`config.mk`:
```
export PLATFORM = sky130hd
export DESIGN_NAME = reg_writeback
export DESIGN_NICKNAME = d
export VERILOG_FILES = /design/src/rtl/wb_pkg.sv /design/src/rtl/wb_load_fifo.sv /design/src/rtl/reg_writeback.sv
export SDC_FILE = /design/constraint.sdc
export NUM_CORES = 1
export LEC_CHECK = 0
export CORE_MARGIN = 2
export CORE_UTILIZATION = 39
export DETAILED_ROUTE_END_ITERATION = 16
export HOLD_SLACK_MARGIN = 0.06
export PLACE_DENSITY = 0.69
export SYNTH_ARGS = -nofsm -noshare
export SYNTH_HDL_FRONTEND = slang
export SYNTH_SLANG_ARGS = --single-unit
```
`constraint.sdc`:
```
create_clock -name clk -period 2.8 [get_ports clk]
set_clock_uncertainty 0.1 [all_clocks]
set_input_delay 0.7 -clock clk [delete_from_list [all_inputs] [get_ports clk]]
set_output_delay 0.7 -clock clk [all_outputs]
set_load 0.02 [all_outputs]
```
`src/rtl/wb_pkg.sv`:
```
// Shared types for the register writeback block.
// Register index, data word, load-buffer entry and defaults.
package wb_pkg;

   localparam int XLEN_DEFAULT         = 32;
   localparam int LOAD_Q_DEPTH_DEFAULT = 2;

   typedef logic [4:0]              reg_idx_t;
   typedef logic [XLEN_DEFAULT-1:0] xlen_t;

   typedef struct packed {
      reg_idx_t rd;
      xlen_t    val;
   } wb_entry_t;

   localparam reg_idx_t REG_X0 = 5'd0;

endpackage

```
`src/rtl/wb_load_fifo.sv`:
```
// Synchronous FIFO buffering load results that lose write-port arbitration.
// Ports: clk, reset (sync, active-high), i_push/i_data, i_pop, o_full, o_empty, o_head.
module wb_load_fifo
   import wb_pkg::*;
#(
   parameter int DEPTH = LOAD_Q_DEPTH_DEFAULT
) (
   input  logic      clk,
   input  logic      reset,
   input  logic      i_push,
   input  wb_entry_t i_data,
   input  logic      i_pop,
   output logic      o_full,
   output logic      o_empty,
   output wb_entry_t o_head
);

   localparam int AW = $clog2(DEPTH);

   wb_entry_t       r_mem [DEPTH];
   logic [AW-1:0]   r_wptr;
   logic [AW-1:0]   r_rptr;
   logic [AW:0]     r_count;
   logic            w_push;
   logic            w_pop;

   assign o_full  = (r_count == (AW+1)'(DEPTH));
   assign o_empty = (r_count == '0);
   assign o_head  = r_mem[r_rptr];
   assign w_push  = i_push && !o_full;
   assign w_pop   = i_pop && !o_empty;

   always_ff @(posedge clk) begin
      if (w_push) r_mem[r_wptr] <= i_data;
   end

   // Pointers wrap naturally because DEPTH is a power of two.
   always_ff @(posedge clk) begin
      if (reset) begin
         r_wptr  <= '0;
         r_rptr  <= '0;
         r_count <= '0;
      end else begin
         if (w_push) r_wptr <= r_wptr + 1'b1;
         if (w_pop)  r_rptr <= r_rptr + 1'b1;
         unique case ({w_push, w_pop})
            2'b10:   r_count <= r_count + 1'b1;
            2'b01:   r_count <= r_count - 1'b1;
            default: r_count <= r_count;
         endcase
      end
   end

endmodule

```
`src/rtl/reg_writeback.sv`:
```
// Register-file write-port producer: ALU results win, buffered loads fill gaps;
// pending-load scoreboard feeds decode RAW stalls. Ports: clk, reset (sync, high),
// issue_*, alu_*, ld_* (valid/ready), query_rs1/2 -> rs1/2_busy, write_*, wb_err.
// Optional macro REG_WRITEBACK_CHECK_EN enables sticky protocol checking on wb_err.
module reg_writeback
   import wb_pkg::*;
#(
   parameter int LOAD_Q_DEPTH = LOAD_Q_DEPTH_DEFAULT,
   parameter int XLEN         = XLEN_DEFAULT
) (
   input  logic            clk,
   input  logic            reset,
   input  logic            issue_valid,
   input  logic            issue_is_load,
   input  logic [4:0]      issue_rd,
   input  logic            alu_valid,
   input  logic [4:0]      alu_rd,
   input  logic [XLEN-1:0] alu_val,
   input  logic            ld_valid,
   output logic            ld_ready,
   input  logic [4:0]      ld_rd,
   input  logic [XLEN-1:0] ld_val,
   input  logic [4:0]      query_rs1,
   input  logic [4:0]      query_rs2,
   output logic            rs1_busy,
   output logic            rs2_busy,
   output logic            write_en_rd,
   output logic [4:0]      write_rd,
   output logic [XLEN-1:0] write_val,
   output logic            wb_err
);

   logic        w_full;
   logic        w_empty;
   logic        w_push;
   logic        w_pop;
   logic        w_set;
   wb_entry_t   w_in;
   wb_entry_t   w_head;
   logic [31:0] r_pending;
   logic [31:0] w_pend_nxt;

   assign ld_ready = !reset && !w_full;
   assign w_push   = ld_valid && ld_ready;
   assign w_in.rd  = ld_rd;
   assign w_in.val = xlen_t'(ld_val);

   // The buffer drains only in cycles the ALU leaves the port idle.
   assign w_pop = !reset && !alu_valid && !w_empty;
   assign w_set = issue_valid && issue_is_load && (issue_rd != REG_X0);

   wb_load_fifo #(
      .DEPTH (LOAD_Q_DEPTH)
   ) u_fifo (
      .clk     (clk),
      .reset   (reset),
      .i_push  (w_push),
      .i_data  (w_in),
      .i_pop   (w_pop),
      .o_full  (w_full),
      .o_empty (w_empty),
      .o_head  (w_head)
   );

   always_comb begin
      write_en_rd = 1'b0;
      write_rd    = '0;
      write_val   = '0;
      if (!reset && alu_valid) begin
         write_en_rd = (alu_rd != REG_X0);
         write_rd    = alu_rd;
         write_val   = alu_val;
      end else if (w_pop) begin
         write_en_rd = (w_head.rd != REG_X0);
         write_rd    = w_head.rd;
         write_val   = XLEN'(w_head.val);
      end
   end

   // Set after clear so a new load to the same rd stays outstanding.
   always_comb begin
      w_pend_nxt = r_pending;
      if (w_pop) w_pend_nxt[w_head.rd] = 1'b0;
      if (w_set) w_pend_nxt[issue_rd]  = 1'b1;
      w_pend_nxt[REG_X0] = 1'b0;
   end

   always_ff @(posedge clk) begin
      if (reset) r_pending <= '0;
      else       r_pending <= w_pend_nxt;
   end

   // The register file bypass supplies the value in the popping cycle.
   assign rs1_busy = !reset && (query_rs1 != REG_X0) &&
                     r_pending[query_rs1] &&
                     !(w_pop && (w_head.rd == query_rs1));
   assign rs2_busy = !reset && (query_rs2 != REG_X0) &&
                     r_pending[query_rs2] &&
                     !(w_pop && (w_head.rd == query_rs2));

`ifdef REG_WRITEBACK_CHECK_EN
   logic w_alu_bad;
   logic w_ld_bad;
   logic r_err;

   assign w_alu_bad = alu_valid && (alu_rd != REG_X0) && r_pending[alu_rd];
   assign w_ld_bad  = w_push && (ld_rd != REG_X0) && !r_pending[ld_rd];

   always_ff @(posedge clk) begin
      if (reset)                      r_err <= ld_valid;
      else if (w_alu_bad || w_ld_bad) r_err <= 1'b1;
   end

   assign wb_err = r_err;
`else
   assign wb_err = 1'b0;
`endif

endmodule

```
Word level (Yosys, flattened, before mapping) --
Memories as Yosys holds them, arrays and structs flattened. A register that Yosys moved wholly into a read port is not among the register bits. Index checks and enable logic that the tools add are counted.
Storage, ports and cells: bits in registers 36, bits in writable memories 74, input port bits 95, output and inout bits 42, logic and storage cells 77, memories kept 1
Memories:
- u_fifo.r_mem | depth 2, width 37, read ports 1, clocked after Yosys merged registers in 1, wr ports 1, RTL line wb_load_fifo.sv:20 | wb_entry_t r_mem [DEPTH];
Operators by class: add/sub/neg operators 4, magnitude comparators 6, equal/unequal tests 5, multiplexer cells 21, bitwise logic cells 3, reduce and logical (&&, ||, !) cells 32
Operator list (count):
- 32-bit 2-to-1 mux | 4
- 32-bit AND | 1
- 32-bit inverter | 1
- 32-bit bitwise OR | 1
- 5-bit nonzero test | 5
- 5-bit by 6-bit < comparator with 1-bit output (second input constant) | 4
- 1-bit logical AND | 19
- 1-bit binary-select mux with 5-bit select | 2
- 1-bit demux with 5-bit select | 2
- 5-bit == test | 2
- 5-bit by 1-bit >= comparator with 1-bit output (second input constant) | 2
- 1-bit 2-to-1 mux | 10
- 5-bit 2-to-1 mux | 2
- 1-bit zero test | 6
- 2-bit == test (second input constant) | 2
- 2-bit one-hot mux with 2 select lines | 1
- 1-bit adder (second input constant) | 2
- 2-bit by 1-bit adder with 2-bit output (second input constant) | 1
- 2-bit by 1-bit == test with 1-bit output (second input constant) | 1
- 2-bit zero test | 1
- 2-bit nonzero test | 1
- 2-bit by 1-bit subtractor with 2-bit output (second input constant) | 1

Depth between registers and ports, before layout --
Gate-level depths: netlist of run 1.
depth in word-level cells 9, mapped depth 8, mapped depth without buffers 7

Hierarchy --
From an unflattened synthesis of run 1, not the netlist that was laid out.
Unflattened totals: cell total of the unflattened synthesis 431, area, all modules 5311.3 um^2
Modules (own cells, without submodules):
- wb_load_fifo | times used 1, cells each 141, area an instance 2882.8 um^2, sequential area each 2322.2 um^2
- reg_writeback | times used 1, cells each 290, area an instance 2428.6 um^2, sequential area each 620.6 um^2

Worst setup path after synthesis of run 1 --
No wires, ideal clock.
kind input to register, start point input port reset, end point memory u_fifo.r_mem[0][0] (netlist bit), enable pin, setup time 0.431 ns, arrival 2.888 ns, required time 2.269 ns, slack -0.619 ns, stages on the path 3, path buffers 0, path through a21oi_1 -> nand2_1 -> nor2_1
Between the ends: longest elaborated chain between the ends 6
RTL lines:
- from (decl) | RTL line reg_writeback.sv:12 | input logic reset,
- 1-bit zero test | RTL line reg_writeback.sv:43 | assign ld_ready = !reset && !w_full;
- 1-bit logical AND | RTL line reg_writeback.sv:43
- 1-bit logical AND | RTL line reg_writeback.sv:44 | assign w_push = ld_valid && ld_ready;
- 1-bit logical AND | RTL line wb_load_fifo.sv:30 | assign w_push = i_push && !o_full;
- 1-bit 2-to-1 mux | RTL line wb_load_fifo.sv:34 | if (w_push) r_mem[r_wptr] <= i_data;
- 1-bit 2-to-1 mux (not written as such) | RTL line wb_load_fifo.sv:34
- to (decl) | RTL line wb_load_fifo.sv:20
Every way passes these cells.

==> flow_metrics.py, run 1 <==
metrics = {
    "global_routing": {
        "grt_overflow": 0,
        "grt_pass1_vias": 4641,
        "grt_pass1_wl_mm": 23.6,
        "grt_max_degree": 38,
        "grt_antenna_before_repair": 0,
        "grt_usage_pct": 21.3,
    },
    "floorplanning": {
        "die_area_um2": 14400,
        "die_w_um": 120,
        "io-pin-count": 137,
        "rows": 42,
        "core_um2": 13200,
        "dieHeight_um": 120,
        "start_util_pct": 39.8,
    },
    "yosys": {
        "synth_cell_types": 48,
        "synth.top_cells.by_area": "edfxtp_1 (42%), dfxtp_1 (14%), mux2i_1 (7.6%)",
        "syn-cell-area_um2": 5250,
        "netlist_top_cells_count": "nand2_1 (79), edfxtp_1 (74), o21ai_0 (57)",
        "syn_avg_cell_area_um2": 11.3,
        "yosysTopAreaCell": "edfxtp_1",
        "synth-async-reset-ratio_pct": 0,
        "synthFlopType": "edfxtp_1",
        "synth-edff-count": 74,
        "yosysTopAreaCellShare_pct": 42.3,
        "synth-seq-area-share_pct": 56.0,
        "synthMostInstantiatedCell": "nand2_1",
        "syn_inst": 464,
        "syn-num-nets": 560,
        "ys_ff_latch": 110,
        "yosys_warnings": 0,
    },
    "power": {
        "swShare_pct": 25.5,
        "switchingPower_mw": 1.01,
        "p_seq_share_pct": 46.1,
        "clockPowerShare_pct": 31.0,
        "ir_worst_vdd_v": 0.000313,
        "power_frac_comb_pct": 22.9,
        "powerDensity_nw_per_um2": 494,
        "leakage_nw": 2.92,
        "p_total_mw": 3.95,
        "p_int_mw": 2.95,
    },
    "cts": {
        "htreeDepth": 3,
        "clk_latency_ps": 340,
        "clockBufferDepth": 2,
        "cts_root_buffer": "clkbuf_16",
        "cts_sinks": 110,
        "cts_buffers": 9,
        "tritoncts": "yes",
        "clkTransAtPathRegs_ps": 70,
    },
    "detailed_routing": {
        "drt-initial-drc-count": 311,
        "detail-route-antenna-nets": 0,
        "wl_mm": 15.2,
        "vias_per_cell": 5.36,
        "wl_per_cell_um": 18.0,
        "vias": 4516,
        "drc": 0,
        "firstDrtPassIters": 6,
    },
    "sta": {
        "tightest_slew_ps": 1260,
        "slew_headroom_pct": 14.9,
        "slew_violations": 0,
        "min_period_over_period_pct": 104,
        "finalSetupViolations": 2,
        "hold_viol_final": 0,
        "max_freq_mhz": 344,
        "rsz0062_at_grt": "yes",
        "setup_ws_ps": -109,
        "fin_tns_setup_ps": -198,
        "period_needed_ps": 2910,
    },
    "place": {
        "place.gp.congestion": 0.963,
        "dp_hpwl_mm": 11.0,
        "dpl_cell_area_um2": 7320,
        "dp_slack_ps": -1090,
        "port_buffers": 135,
    },
    "setup_path": {
        "cp_max_fo": 7,
        "r2r_start": "u_fifo.r_count[1]$_SDFFE_PP0P_",
        "cp-end-kind": "primary output",
        "worstPathArrival_ps": 2110,
        "reg2reg_depth": 8,
        "cp.required_ps": 2000,
        "crit_type": "flop to primary output",
        "crit_path_start_kind": "flop",
        "crit-reg2reg-capture": "u_fifo.r_count[1]$_SDFFE_PP0P_",
        "ff2ff_setup_slack_ps": 690,
    },
    "run_status": {
        "status": "finished, violations left",
        "violations": "negative setup slack",
    },
    "hold_path": {
        "min-delay-start": "r_pending[11]$_SDFF_PP0_",
        "hold_path_depth": 2,
        "hold_end": "r_pending[11]$_SDFF_PP0_",
        "worstHoldPathType": "flop to flop",
    },
    "run": {
        "cap_violations": 0,
    },
    "cells_and_area": {
        "area_growth_pct": 52.4,
        "fin_nets": 757,
        "diodes": 0,
        "final_layout_size_suffix_gt1_share_pct": 30.3,
        "fin_area_um2": 8010,
    },
}
worst max-delay path, cell delays in order, from the launching register on:
cell	delay (ps)
dfxtp_2	350
buf_12	140
mux2i_4	340
buf_4	180
xor2_1	140
nand4_1	110
o311a_1	360
buf_6	140
per-stage QoR:
step                hold WS, ps  util [%]  std cells
finish                      409      60.7        842
global route                436      60.7        842
CTS                         404      59.8        836
detailed placement          395      55.5        812
global placement            389      55.5        812
floorplan                   360         -        464
kinds of logic after synthesis:
kind of cell | Yosys count | share of synthesized area (%)
flip-flops | 110 | 56.0
AO/OA/AOI/OAI | 117 | 12.0
XOR/XNOR | 14 | 2.33
other | 1 | 0.0714
buffers and inverters | 26 | 2.26
AND/OR/NAND/NOR | 134 | 12.1
adder cells (fa/ha/maj) | 1 | 0.238
multiplexers | 61 | 15.0
cell type report:
| cell class | instances | area [um^2] |
|---|---|---|
| Multi-Input combinational cell | 328 | 2440 |
| Tap cell | 176 | 220 |
| Timing Repair Buffer | 210 | 2100 |
| Clock inverter | 7 | 65.1 |
| Fill cell | 1055 | 5180 |
| Inverter | 2 | 7.51 |
| Sequential cell | 110 | 2940 |
| Clock buffer | 9 | 225 |
metal layers:
layer / up-vias / routed length, um / global-route usage [%]
met5: - / 0 / 0
met4: 0 / 289 / 7.79
met3: 26 / 1340 / 5.51
met2: 208 / 7440 / 35.6
met1: 2166 / 6090 / 26.5
li1: 2116 / - / -
how the worst max path moves through the flow:
stage,startpoint,endpoint,slack [ps],depth (start not counted)
floorplan,alu_valid,write_rd[0],40,5
global placement,query_rs2[1],rs2_busy,-1030,8
CTS,query_rs2[1],rs2_busy,-140,7
global route,flop,rs1_busy,-200,8
finish,flop,rs2_busy,-110,7
detailed placement,query_rs2[1],rs2_busy,-1090,8
cell usage in the layout, fill, tap and decap left out, types with 4 or more instances in the layout:
cell type	instances
o21ai_4	5
clkbuf_16	10
nand2_1	78
buf_2	10
mux4_2	11
a21oi_1	34
nor3b_1	5
buf_12	11
nand3b_1	7
xor2_1	8
dlygate4sd2_1	8
dfxtp_1	35
o21ai_1	19
buf_4	64
clkdlybuf4s50_1	79
mux2i_4	4
xnor2_1	5
buf_6	29
o21ai_0	23
edfxtp_1	74
nor2_1	12
nand3_1	5
o21ai_2	24
mux2i_1	39
power groups by stage:
stage          Combinational [mW]  Sequential [mW]  Clock, mW
2_1_floorplan               0.364             1.85          0
3_3_place_gp                0.785             1.85          0
3_5_place_dp                0.798             1.86          0
4_1_cts                     0.875             1.82       1.25
5_1_grt                     0.964             1.83       1.30
6_report                    0.906             1.82       1.23
what timing repair did:
item,in CTS,in global routing
gates resized for setup,359,16
pin swaps,29,8
endpoints found under the setup margin,41,11
cloned,2,1
buffers inserted,6,6
hold buffers,0,0
flip-flops by register name, summed over array words and instances, names as in the netlist, named ones only:
register	cells
u_fifo.r_mem	74
r_pending	31
u_fifo.r_count	2
u_fifo.r_rptr	1
u_fifo.r_wptr	1
Note: power is estimated with default switching activity, not from simulation.
==> run 2: changes to the inputs <==
--- a/config.mk
+++ b/config.mk
@@ -7,6 +7,7 @@
 export LEC_CHECK = 0
 export CORE_MARGIN = 2
 export CORE_UTILIZATION = 39
+export CTS_CLUSTER_DIAMETER = 80
 export DETAILED_ROUTE_END_ITERATION = 16
 export HOLD_SLACK_MARGIN = 0.06
 export PLACE_DENSITY = 0.69
==> results of run 2 <==
The final DEF is identical to that of run 1; final timing and power are the same.
==> run 3: changes to the inputs <==
--- a/config.mk
+++ b/config.mk
@@ -5,6 +5,7 @@
 export SDC_FILE = /design/constraint.sdc
 export NUM_CORES = 1
 export LEC_CHECK = 0
+export CORE_ASPECT_RATIO = 0.7
 export CORE_MARGIN = 2
 export CORE_UTILIZATION = 39
 export CTS_CLUSTER_DIAMETER = 80
==> run 3 against run 2 <==
Against the previous run:
- the run still ends with negative setup slack left
- fmax rose by 2.1%
- power rose by 0.48%
- die area rose by 0.11%
- critical path depth did not move
- clock power rose by 12%
- first-iteration DRC count fell by 15%
- non-clock buffer count fell by 20
- setup slack improved by 60 ps
- via count fell by 3.2%
- register-to-register slack improved by 20 ps
- global-route usage fell by 0.088 points
- critical path type is now primary input to primary output
- critical endpoint unchanged
- largest cell class unchanged
==> flow_metrics.py, run 3 (synthesized netlist as in run 1, its figures left out) <==
metrics = {
    "place": {
        "port_buffers": 135,
        "dpl_cell_area_um2": 7200,
        "place.gp.congestion": 0.974,
        "dp_hpwl_mm": 11.3,
    },
    "detailed_routing": {
        "vias_per_cell": 5.38,
        "detail-route-antenna-nets": 0,
        "wl_mm": 15.2,
        "wl_per_cell_um": 18.7,
        "drt-initial-drc-count": 265,
        "drc": 0,
        "firstDrtPassIters": 5,
        "vias": 4370,
    },
    "global_routing": {
        "grt_pass1_vias": 4156,
        "grt_antenna_before_repair": 0,
        "grt_pass1_wl_mm": 23.1,
        "grt_overflow": 0,
        "grt_usage_pct": 21.2,
        "grt_max_degree": 38,
    },
    "run": {
        "cap_violations": 0,
    },
    "run_status": {
        "status": "finished, violations left",
        "violations": "negative setup slack",
    },
    "cells_and_area": {
        "filler_cell_count": 1119,
        "multi_input_area_um2": 2290,
        "fin_nets": 737,
        "regArea_um2": 2950,
        "area_growth_pct": 43.5,
        "fin_area_um2": 7540,
        "final_layout_size_suffix_gt1_share_pct": 24.8,
        "regMostFlops": "u_fifo.r_mem",
        "largest_reg_flops": 74,
        "layout_common_cells": "nand2_1 (79), clkdlybuf4s50_1 (79), edfxtp_1 (74)",
        "reg_top3": "u_fifo.r_mem (74), r_pending (31), u_fifo.r_count (2)",
        "diodes": 0,
    },
    "cts": {
        "tritoncts": "yes",
        "cts_sinks": 110,
        "htreeDepth": 3,
        "holdBufCountCts": 0,
        "clkTransAtPathRegs_ps": 70,
        "cts_buffers": 9,
        "clockBufferDepth": 2,
        "cts_root_buffer": "clkbuf_16",
        "clk_latency_ps": 340,
    },
    "floorplanning": {
        "rows": 35,
        "core_um2": 13100,
        "die_area_um2": 14400,
        "start_util_pct": 40.0,
        "die_w_um": 143,
        "dieHeight_um": 101,
        "io-pin-count": 137,
    },
    "setup_path": {
        "endpoint": "rs2_busy",
        "worstPathArrival_ps": 2050,
        "cp_max_fo": 5,
        "r2r_start": "u_fifo.r_count[0]$_SDFFE_PP0P_",
        "crit_path_start_kind": "primary input",
        "startpoint": "query_rs2[1]",
        "ff2ff_setup_slack_ps": 710,
        "cp-end-kind": "primary output",
        "cp.required_ps": 2000,
        "reg2reg_depth": 8,
        "crit-reg2reg-capture": "u_fifo.r_count[1]$_SDFFE_PP0P_",
        "crit_type": "primary input to primary output",
    },
    "sta": {
        "tightest_slew_ps": 535,
        "whs_ps": 412,
        "slew_headroom_pct": 64.4,
        "finalSetupViolations": 1,
        "max_freq_mhz": 351,
        "hold_viol_final": 0,
        "slew_violations": 0,
        "period_needed_ps": 2850,
        "rsz0062_at_grt": "yes",
        "setup_ws_ps": -48.4,
        "min_period_over_period_pct": 102,
    },
    "power": {
        "leakage_nw": 2.71,
        "powerDensity_nw_per_um2": 527,
        "ir_worst_vdd_v": 0.000352,
    },
    "hold_path": {
        "worstHoldPathType": "flop to flop",
        "hold_path_depth": 2,
    },
}
==> run 3: what timing repair did <==
action                                  in CTS  in global routing
resized for setup                          261                 52
gates cloned                                 1                  0
pin swaps                                   10                  6
buffers inserted                             2                  0
endpoints found under the hold margin        0                  0
endpoints found under the setup margin      41                 30
==> run 3: worst max-delay path: stages <==
cell       delay [ps]
buf_8              90
mux4_2            490
mux2_4            270
nor3b_2           170
a2111oi_2          50
o311a_1           140
buf_6             140
==> run 3: worst min path at each step <==
stage / start / to / slack (ps)
6_report: r_pending[29]$_SDFF_PP0_ / r_pending[29]$_SDFF_PP0_ / 410
5_1_grt: r_pending[30]$_SDFF_PP0_ / r_pending[30]$_SDFF_PP0_ / 430
4_1_cts: r_pending[27]$_SDFF_PP0_ / r_pending[27]$_SDFF_PP0_ / 410
3_5_place_dp: r_pending[27]$_SDFF_PP0_ / r_pending[27]$_SDFF_PP0_ / 400
3_3_place_gp: r_pending[29]$_SDFF_PP0_ / r_pending[29]$_SDFF_PP0_ / 380
2_1_floorplan: r_pending[1]$_SDFF_PP0_ / r_pending[1]$_SDFF_PP0_ / 360
==> run 3: per-layer routing <==
layer	vias up	track usage, %	routed length, um
li1	2082	-	-
met1	2101	30.7	6700
met2	166	33.1	7170
met3	21	3.61	1040
met4	0	6.09	294
met5	-	0	0
==> run 3: power by group <==
part           switching [mW]  leakage, nW  total, mW  internal, mW
clock                   0.563        0.155       1.38         0.813
sequential             0.0301        0.971       1.83          1.80
combinational           0.386         1.59      0.771         0.385
==> run 3: cell type report <==
cell class	instances	share of cell area [%]
clock inverters	6	1.23
repair buffers	190	23.3
flip-flops and latches	110	39.1
multi-input cells	328	30.4
well taps	166	2.76
clock buffers	10	3.17
inverters	2	0.0996
==> run 3: metrics by stage <==
step	instances	power [mW]	setup slack [ps]	util, %	setup TNS (ps)
after floorplan	464	2.22	44.2	-	0
after global placement	793	2.62	-1080	54.8	-27820
after detailed placement	793	2.63	-1040	54.8	-29620
after CTS	812	3.98	-60.8	56.8	-60.8
after global routing	812	4.13	-102	57.4	-151
final	812	3.97	-48.4	57.4	-48.4
